==> config.mk <==
export PLATFORM = sky130hd
export DESIGN_NAME = mem_access_sequencer
export DESIGN_NICKNAME = d
export VERILOG_FILES = /design/src/rtl/mem_access_sequencer.sv
export SDC_FILE = /design/constraint.sdc
export NUM_CORES = 1
export LEC_CHECK = 0
export ABC_AREA = 1
export CAP_MARGIN = 20
export CORE_ASPECT_RATIO = 1.2
export CORE_MARGIN = 5
export CORE_UTILIZATION = 54
export CTS_BUF_LIST = sky130_fd_sc_hd__clkbuf_4
export DETAILED_ROUTE_END_ITERATION = 7
export GPL_TIMING_DRIVEN = 0
export MAX_ROUTING_LAYER = met4
export PLACE_DENSITY = 0.83
export SYNTH_ARGS = -nofsm -noshare
export SYNTH_HDL_FRONTEND = slang
export SYNTH_SLANG_ARGS = --single-unit
==> constraint.sdc <==
create_clock -name clk_i -period 5.5 [get_ports clk_i]
set_input_delay 1.1 -clock clk_i [delete_from_list [all_inputs] [get_ports clk_i]]
set_output_delay 1.1 -clock clk_i [all_outputs]
set_load 0.03 [all_outputs]
==> src/rtl/mem_access_sequencer.sv <==
// mem_access_sequencer
// Breaks word/half/byte loads and stores into big-endian byte transfers on a
// byte-wide memory port. The lowest address carries the most significant byte.
// Loads are sign- or zero-extended. The pipeline is held while an access is in flight.
// Misaligned accesses, read+write requests and transfers with no ack are reported
// through err_o.
module mem_access_sequencer #(
  parameter int TIMEOUT = 255,
  parameter int CNT_W   = 8
) (
  input  logic        clk_i,
  input  logic        rst_i,
  input  logic        req_i,
  input  logic        MemRead_i,
  input  logic        MemWrite_i,
  input  logic [1:0]  MemNum_i,
  input  logic        UnSigned_i,
  input  logic [31:0] addr_i,
  input  logic [31:0] wdata_i,
  output logic [31:0] rdata_o,
  output logic        stall_o,
  output logic        done_o,
  output logic        err_o,
  output logic        mem_req_o,
  output logic        mem_we_o,
  output logic [31:0] mem_addr_o,
  output logic [7:0]  mem_wdata_o,
  input  logic [7:0]  mem_rdata_i,
  input  logic        mem_ack_i
);

  typedef enum logic [1:0] {
    IDLE = 2'd0,
    XFER = 2'd1,
    DONE = 2'd2
  } state_t;

  // Last value the wait counter reaches before the access is abandoned.
  localparam logic [CNT_W-1:0] TO_LAST = CNT_W'((TIMEOUT == 0) ? 0 : TIMEOUT - 1);
  localparam logic [CNT_W-1:0] CNT_ONE = CNT_W'(1);

  state_t           state_q;
  logic             we_q;
  logic             uns_q;
  logic [2:0]       n_q;
  logic [1:0]       k_q;
  logic [31:0]      addr_q;
  logic [31:0]      wdata_q;
  logic [31:0]      asm_q;
  logic [CNT_W-1:0] tcnt_q;
  logic             done_q;
  logic             err_q;
  logic [31:0]      rdata_q;

  logic             start_d;
  logic             bad_d;
  logic [2:0]       n_d;
  logic             last_d;
  logic             timeout_d;
  logic [1:0]       idx_d;
  logic [31:0]      asm_d;
  logic             xfer_d;

  // Extend the low 8*N assembled bits to a full word.
  function automatic logic [31:0] extend(input logic [31:0] v, input logic [2:0] n,
                                         input logic uns);
    logic [31:0] r;
    case (n)
      3'd1:    r = uns ? {24'd0, v[7:0]}  : {{24{v[7]}}, v[7:0]};
      3'd2:    r = uns ? {16'd0, v[15:0]} : {{16{v[15]}}, v[15:0]};
      3'd4:    r = v;
      default: r = 32'd0;
    endcase
    return r;
  endfunction

  // Decode the request: start condition, byte count and illegal/misaligned check.
  always_comb begin
    start_d = req_i & (MemRead_i | MemWrite_i) & (MemNum_i != 2'b00);
    case (MemNum_i)
      2'b01:   n_d = 3'd1;
      2'b10:   n_d = 3'd2;
      2'b11:   n_d = 3'd4;
      default: n_d = 3'd0;
    endcase
    bad_d = ((MemNum_i == 2'b10) & addr_i[0])
          | ((MemNum_i == 2'b11) & (addr_i[1:0] != 2'b00))
          | (MemRead_i & MemWrite_i);
  end

  // Position of the current byte inside the word and the assembly register with it merged in.
  always_comb begin
    idx_d     = 2'(n_q - 3'd1 - {1'b0, k_q});
    last_d    = ({1'b0, k_q} == (n_q - 3'd1));
    timeout_d = (TIMEOUT != 0) && (tcnt_q == TO_LAST);
    xfer_d    = (state_q == XFER);
    asm_d     = asm_q;
    asm_d[{idx_d, 3'b000} +: 8] = mem_rdata_i;
  end

  // Sequencer FSM: latch the request, walk the bytes, and pulse done/err for one cycle.
  always_ff @(posedge clk_i or posedge rst_i) begin
    if (rst_i) begin
      state_q <= IDLE;
      we_q    <= 1'b0;
      uns_q   <= 1'b0;
      n_q     <= 3'd0;
      k_q     <= 2'd0;
      addr_q  <= 32'd0;
      wdata_q <= 32'd0;
      asm_q   <= 32'd0;
      tcnt_q  <= '0;
      done_q  <= 1'b0;
      err_q   <= 1'b0;
      rdata_q <= 32'd0;
    end else begin
      done_q <= 1'b0;
      err_q  <= 1'b0;
      case (state_q)
        IDLE: begin
          if (start_d) begin
            we_q    <= MemWrite_i;
            uns_q   <= UnSigned_i;
            n_q     <= n_d;
            addr_q  <= addr_i;
            wdata_q <= wdata_i;
            k_q     <= 2'd0;
            tcnt_q  <= '0;
            asm_q   <= 32'd0;
            if (bad_d) begin
              state_q <= DONE;
              done_q  <= 1'b1;
              err_q   <= 1'b1;
              rdata_q <= 32'd0;
            end else begin
              state_q <= XFER;
            end
          end else begin
            state_q <= IDLE;
          end
        end
        XFER: begin
          if (mem_ack_i) begin
            if (!we_q) begin
              asm_q <= asm_d;
            end else begin
              asm_q <= asm_q;
            end
            if (last_d) begin
              state_q <= DONE;
              done_q  <= 1'b1;
              rdata_q <= we_q ? 32'd0 : extend(asm_d, n_q, uns_q);
            end else begin
              k_q    <= k_q + 2'd1;
              tcnt_q <= '0;
            end
          end else if (timeout_d) begin
            state_q <= DONE;
            done_q  <= 1'b1;
            err_q   <= 1'b1;
            rdata_q <= 32'd0;
          end else begin
            tcnt_q <= tcnt_q + CNT_ONE;
          end
        end
        DONE: begin
          state_q <= IDLE;
        end
        default: begin
          state_q <= IDLE;
        end
      endcase
    end
  end

  // Memory port and stall are decoded from the registered state and the latched request.
  always_comb begin
    mem_req_o   = xfer_d;
    mem_we_o    = xfer_d & we_q;
    mem_addr_o  = xfer_d ? (addr_q + {30'd0, k_q}) : 32'd0;
    mem_wdata_o = (xfer_d & we_q) ? wdata_q[{idx_d, 3'b000} +: 8] : 8'd0;
    stall_o     = xfer_d | ((state_q == IDLE) & start_d);
    done_o      = done_q;
    err_o       = err_q;
    rdata_o     = rdata_q;
  end

endmodule

==> results of run 1 <==
## registers in the layout, summed over array words and instances (netlist names)
signal / flops
addr_q: 32
asm_q: 32
rdata_o: 32
wdata_q: 32
tcnt_q: 8
n_q: 3
k_q: 2
state_q: 2
done_o: 1
err_o: 1
uns_q: 1
we_q: 1
## per-layer routing
layer,part of all wire,vias to the layer above,global-route usage
met5,0,-,-
met4,0.028,0,0.1121
met3,0.048,44,0.03834
met2,0.51,217,0.4427
met1,0.42,3468,0.3205
li1,-,3557,-
## layout make-up
cell class / instances / share of cell area
Tap cell: 204 / 0.02477
Multi-Input combinational cell: 689 / 0.3704
Antenna cell: 2 / 0.0004857
Inverter: 120 / 0.04420
Clock buffer: 20 / 0.01457
Clock inverter: 11 / 0.01554
Sequential cell: 147 / 0.3570
Buffer: 34 / 0.01785
Timing Repair Buffer: 158 / 0.1552
## cells by family after synthesis
family	after synthesis	share of synthesized area
AND/OR/NAND/NOR	468	0.2456
buffers and inverters	154	0.07802
flip-flops	147	0.4524
AO/OA/AOI/OAI	143	0.1177
multiplexers	47	0.06402
XOR/XNOR	19	0.02278
adder cells (fa/ha/maj)	12	0.01939
## Yosys cell counts (all sizes together)
cell | number | area (um2)
xor2 | 16 | 158.9
nor2 | 148 | 604.3
nor4 | 2 | 12.51
a31oi | 1 | 6.260
buf | 30 | 168.9
o22ai | 32 | 206.5
inv | 120 | 450.4
nand3b | 2 | 15.01
o21ai | 45 | 225.2
mux2 | 40 | 450.4
nor3 | 14 | 70.07
a32oi | 2 | 17.52
a21oi | 37 | 192.7
a211oi | 7 | 52.55
and3 | 1 | 6.260
nand3 | 35 | 210.2
nand2 | 248 | 950.9
dfrtp | 147 | 3679
fa | 1 | 20.02
xnor2 | 3 | 26.28
nand4 | 18 | 127.6
mux2i | 7 | 70.07
clkbuf | 4 | 15.01
ha | 11 | 137.6
o221ai | 1 | 8.760
o21bai | 17 | 240.2
a21o | 1 | 7.510
## power breakdown
| group | internal, W | switching [W] |
|---|---|---|
| clock network | 0.000369 | 0.000389 |
| registers | 0.00142 | 0.000269 |
| logic | 0.00112 | 0.00211 |
## worst register-to-register path: cells and delay by family, from the launching register on
family / cells / cell delay [ns]
and+or+nand+nor: 9 / 1.07
buffers and inverters: 7 / 0.98
adders and majority gates: 2 / 0.53
DFF: 1 / 0.42
xor gates and xnor gates: 1 / 0.31
## stage by stage
step / setup WS (ns) / power [W]
2_1_floorplan: 0.4487 / 0.003867
3_3_place_gp: -1.607 / 0.004821
3_5_place_dp: 1.423 / 0.004887
4_1_cts: 1.113 / 0.005663
5_1_grt: 0.8701 / 0.006061
6_report: 1.167 / 0.005668
## worst max-delay path by stage
stage,start,to,cells past startpoint
floorplan,rst_i,addr_q[0],1
global placement,rst_i,wdata_q[5],2
detailed placement,MemWrite_i,stall_o,6
CTS,n_q[0],mem_wdata_o[7],10
global route,k_q[0],mem_addr_o[30],10
finish,k_q[0],mem_addr_o[30],10
==> results.py, run 1 <==
metrics = {
    "timing": {
        "timing.hold.ws_ns": 0.4914,
        "period_share": 0.7879,
        "slew_viol_final": 0,
        "grt_setup_unrepaired": "false",
        "tns_ns": 0,
        "slew_headroom": 0.6369,
        "finClkSkew_ns": 0.01914,
        "setup_viol": 0,
        "max_freq_mhz": 230.8,
        "finalHoldViolations": 0,
        "period_needed_ns": 4.333,
        "tightest_slew_ns": 0.5447,
    },
    "final_layout": {
        "drive_gt1_frac": 0.1213,
        "utilization": 0.6917,
        "layoutNonFillerInstCount": 1385,
        "design_area_um2": 10300,
        "nNetsFinal": 1260,
        "area_growth_pct": 26.75,
        "final_cell_mix": "nand2_1, clkdlybuf4s50_1, dfrtp_1",
        "seqCellArea_um2": 3679,
        "n_fill_cell": 1254,
        "layout_commonest_cell": "nand2_1",
        "multi_input_area_um2": 3817,
    },
    "routing": {
        "finalWirelength_um": 21970,
        "route.detailed.drc": 0,
        "vias": 7286,
        "viasPerCell": 5.261,
        "firstDrtPassIters": 5,
        "wire_per_inst_um": 15.86,
        "first_iter_violations": 559,
        "ant_nets": 0,
    },
    "logic_synthesis": {
        "synthesis.nets": 1083,
        "synthDistinctLibCells": 44,
        "yosysWarnings": 0,
        "seq_area_frac_synth": 0.4524,
        "synthCells": 990,
        "syn_area_per_cell_um2": 8.212,
        "synth-seq-cells": 147,
        "synth_area_um2": 8130,
    },
    "clock_network": {
        "clock_latency_ns": 0.57,
        "ctsResizeCount": 0,
        "post_cts_buffers": 0,
        "clockBufferDepth": 2,
        "clk_pin_slew_ns": 0.12,
        "ctsHoldBuffers": 0,
        "cts_num_sinks": 147,
        "htree_levels": 4,
        "cts-root-buf": "clkbuf_4",
        "cts_buffers": 17,
        "cts_tree": "built",
    },
    "worst_setup_path": {
        "critPathLaunchType": "flip-flop",
        "cp_max_fo": 5,
        "rrSetupSlack_ns": 2.14,
        "required_ns": 4.40,
        "r2r_start": "n_q[0]",
        "worst_path_largest_cell_delay_ns": 0.69,
        "worstReg2RegEnd": "rdata_o[25]",
        "path_delay_family": "buffers and inverters",
        "cp_slowest_cell": "clkdlybuf4s50_1",
        "crit_type": "flip-flop to output port",
        "crit_chain": "ha_1, fa_1, nand3_1, inv_1, nand3_1, nor2_1, nand2_1, xor2_1, nor2_1, clkdlybuf4s50_1",
        "end_kind": "output port",
        "path_buf_inv": 2,
        "reg2reg_depth": 19,
        "cp.arrival_ns": 3.23,
    },
    "global_route": {
        "grt-ovfl-total": 0,
        "grt_max_degree": 101,
        "grt_pass1_wl_um": 35590,
        "grt_pass1_vias": 7370,
        "antenna_found_initial": 1,
        "grt_use_total": 0.2642,
    },
    "place": {
        "placedCellCount": 1352,
        "placed_cell_area_um2": 9990,
        "place.gp.congestion": 0.9796,
        "hpwl_um": 16660,
        "portBuffers": 157,
    },
    "die": {
        "num_rows": 49,
        "coreArea_um2": 14900,
        "initial_core_util": 0.5457,
        "dieArea_um2": 17620,
        "io_pins": 158,
        "die_y_um": 144.4,
        "die_w_um": 122.0,
    },
    "hold_path": {
        "holdPathStages": 2,
        "min-delay-start": "rdata_o[26]",
        "whs_endpoint": "rdata_o[26]",
        "hold_class": "flip-flop to flip-flop",
    },
    "power": {
        "peakVddDrop_mv": 0.3372,
        "powerDensity_nw_per_um2": 550.0,
        "p_leak_nw": 4.802,
    },
    "status": {
        "outcome": "finished clean",
    },
    "run": {
        "maxCapViolations": 0,
    },
}
(Power assumes the default switching activity.)
==> run 2, diff against run 1 <==
==> constraint.sdc (replaced) <==
create_clock -name clk_i -period 4 [get_ports clk_i]
set_input_delay 0.8 -clock clk_i [delete_from_list [all_inputs] [get_ports clk_i]]
set_output_delay 0.8 -clock clk_i [all_outputs]
set_load 0.03 [all_outputs]
==> results.py, run 2 (same netlist as run 1, synthesis figures left out) <==
metrics = {
    "power": {
        "peakVddDrop_mv": 0.3954,
        "p_leak_nw": 5.038,
        "powerDensity_nw_per_um2": 745.3,
        "totalPowerFinal_w": 0.007715,
    },
    "timing": {
        "tightest_slew_ns": 0.7036,
        "period_share": 0.9514,
        "timing.hold.ws_ns": 0.4928,
        "finClkSkew_ns": 0.02684,
        "period_needed_ns": 3.805,
        "max_freq_mhz": 262.8,
        "grt_setup_unrepaired": "false",
        "slew_headroom": 0.5299,
        "slew_viol_final": 0,
        "tns_ns": 0,
        "setup_viol": 0,
        "finalHoldViolations": 0,
    },
    "worst_setup_path": {
        "required_ns": 3.20,
        "crit_type": "flip-flop to output port",
        "cp_max_fo": 8,
        "end_kind": "output port",
        "cp.arrival_ns": 3.01,
        "critPathLaunchType": "flip-flop",
    },
    "routing": {
        "vias": 7323,
        "route.detailed.drc": 0,
        "viasPerCell": 5.276,
        "wire_per_inst_um": 15.75,
        "firstDrtPassIters": 5,
        "first_iter_violations": 629,
        "finalWirelength_um": 21870,
        "ant_nets": 0,
    },
    "clock_network": {
        "post_cts_buffers": 0,
        "cts_buffers": 17,
        "cts_num_sinks": 147,
        "clock_latency_ns": 0.56,
        "clk_pin_slew_ns": 0.11,
        "cts_tree": "built",
        "ctsHoldBuffers": 0,
        "clockBufferDepth": 2,
        "htree_levels": 4,
        "cts-root-buf": "clkbuf_4",
    },
    "die": {
        "die_y_um": 144.4,
        "initial_core_util": 0.5457,
        "coreArea_um2": 14900,
        "dieArea_um2": 17620,
        "die_w_um": 122.0,
        "io_pins": 158,
        "num_rows": 49,
    },
    "place": {
        "placed_cell_area_um2": 10020,
        "place.gp.congestion": 0.9725,
        "portBuffers": 157,
        "hpwl_um": 16880,
    },
    "global_route": {
        "grt_pass1_vias": 7293,
        "grt-ovfl-total": 0,
        "grt_max_degree": 43,
        "grt_pass1_wl_um": 35520,
        "grt_use_total": 0.2642,
        "antenna_found_initial": 2,
    },
    "final_layout": {
        "utilization": 0.6948,
        "nNetsFinal": 1262,
        "drive_gt1_frac": 0.1261,
        "layout_commonest_cell": "nand2_1",
        "area_growth_pct": 27.32,
        "final_cell_mix": "nand2_1, dfrtp_1, nor2_1",
        "design_area_um2": 10350,
    },
    "hold_path": {
        "hold_class": "flip-flop to flip-flop",
    },
    "run": {
        "maxCapViolations": 0,
    },
    "status": {
        "outcome": "finished clean",
    },
}
[run 2: cell count changes in the layout (fill, tap and decap cells not counted), moves of 3 or more]
cell | before | now
dlygate4sd2_1 | 0 | 5
dlymetal6s2s_1 | 0 | 13
clkinv_2 | 1 | 4
clkdlybuf4s50_1 | 157 | 139
buf_12 | 0 | 3
[run 2: critical path: stages, from the launching register on]
cell             delay (ns)
dfrtp_1                0.42
inv_1                  0.15
ha_1                   0.27
inv_1                  0.08
nand2_1                0.08
nand2_2                0.17
xor2_4                 0.30
nor2_1                 0.08
a211oi_1               0.21
clkdlybuf4s50_1        0.72
[run 2: through the flow]
stage | setup slack, ns | std cells
2_1_floorplan | 1.006 | 990
3_3_place_gp | 0.04297 | 1351
3_5_place_dp | 0.5067 | 1354
4_1_cts | 0.03234 | 1386
5_1_grt | 0.009182 | 1388
6_report | 0.1946 | 1388
[run 2: power breakdown]
group | internal [W] | switching [W] | leakage, nW
combinational | 0.00151 | 0.00289 | 3.01
sequential | 0.00195 | 0.000373 | 1.87
clock | 0.000436 | 0.000548 | 0.156
[run 2: final cells by class]
type                       count  area [um2]
timing repair buffer         160        1658
antenna                        2       5.005
sequential                   147        3679
multi-input combinational    689        3817
tap                          204       255.2
fill                        1231        4547
buffer                        34       185.2
inverter                     120       454.2
clock buffer                  18       135.1
clock inverter                14       162.7
[run 2: final timing paths]
path                                   from              to  slack [ns]  cells after the start
worst min-delay path            rdata_o[24]     rdata_o[24]        0.49                      2
worst max register to register       n_q[0]     rdata_o[24]        0.64                     19
min in group asynchronous             rst_i     rdata_o[20]        0.72                      2
worst min register to register  rdata_o[24]     rdata_o[24]        0.49                      2
max in group asynchronous             rst_i      addr_q[20]        2.38                      4
worst max-delay path                 n_q[0]  mem_wdata_o[1]        0.19                      9
[run 2: metal layers]
metal | global-route usage | share of wire
met1 | 0.3221 | 0.41
met2 | 0.4435 | 0.51
met3 | 0.04460 | 0.054
met4 | 0.09735 | 0.031
met5 | - | 0
[run 2: repair_timing]
| item | CTS | global route |
|---|---|---|
| setup endpoints to repair | 5 | 15 |
| pin swaps | 0 | 0 |
| resized for setup | 5 | 15 |
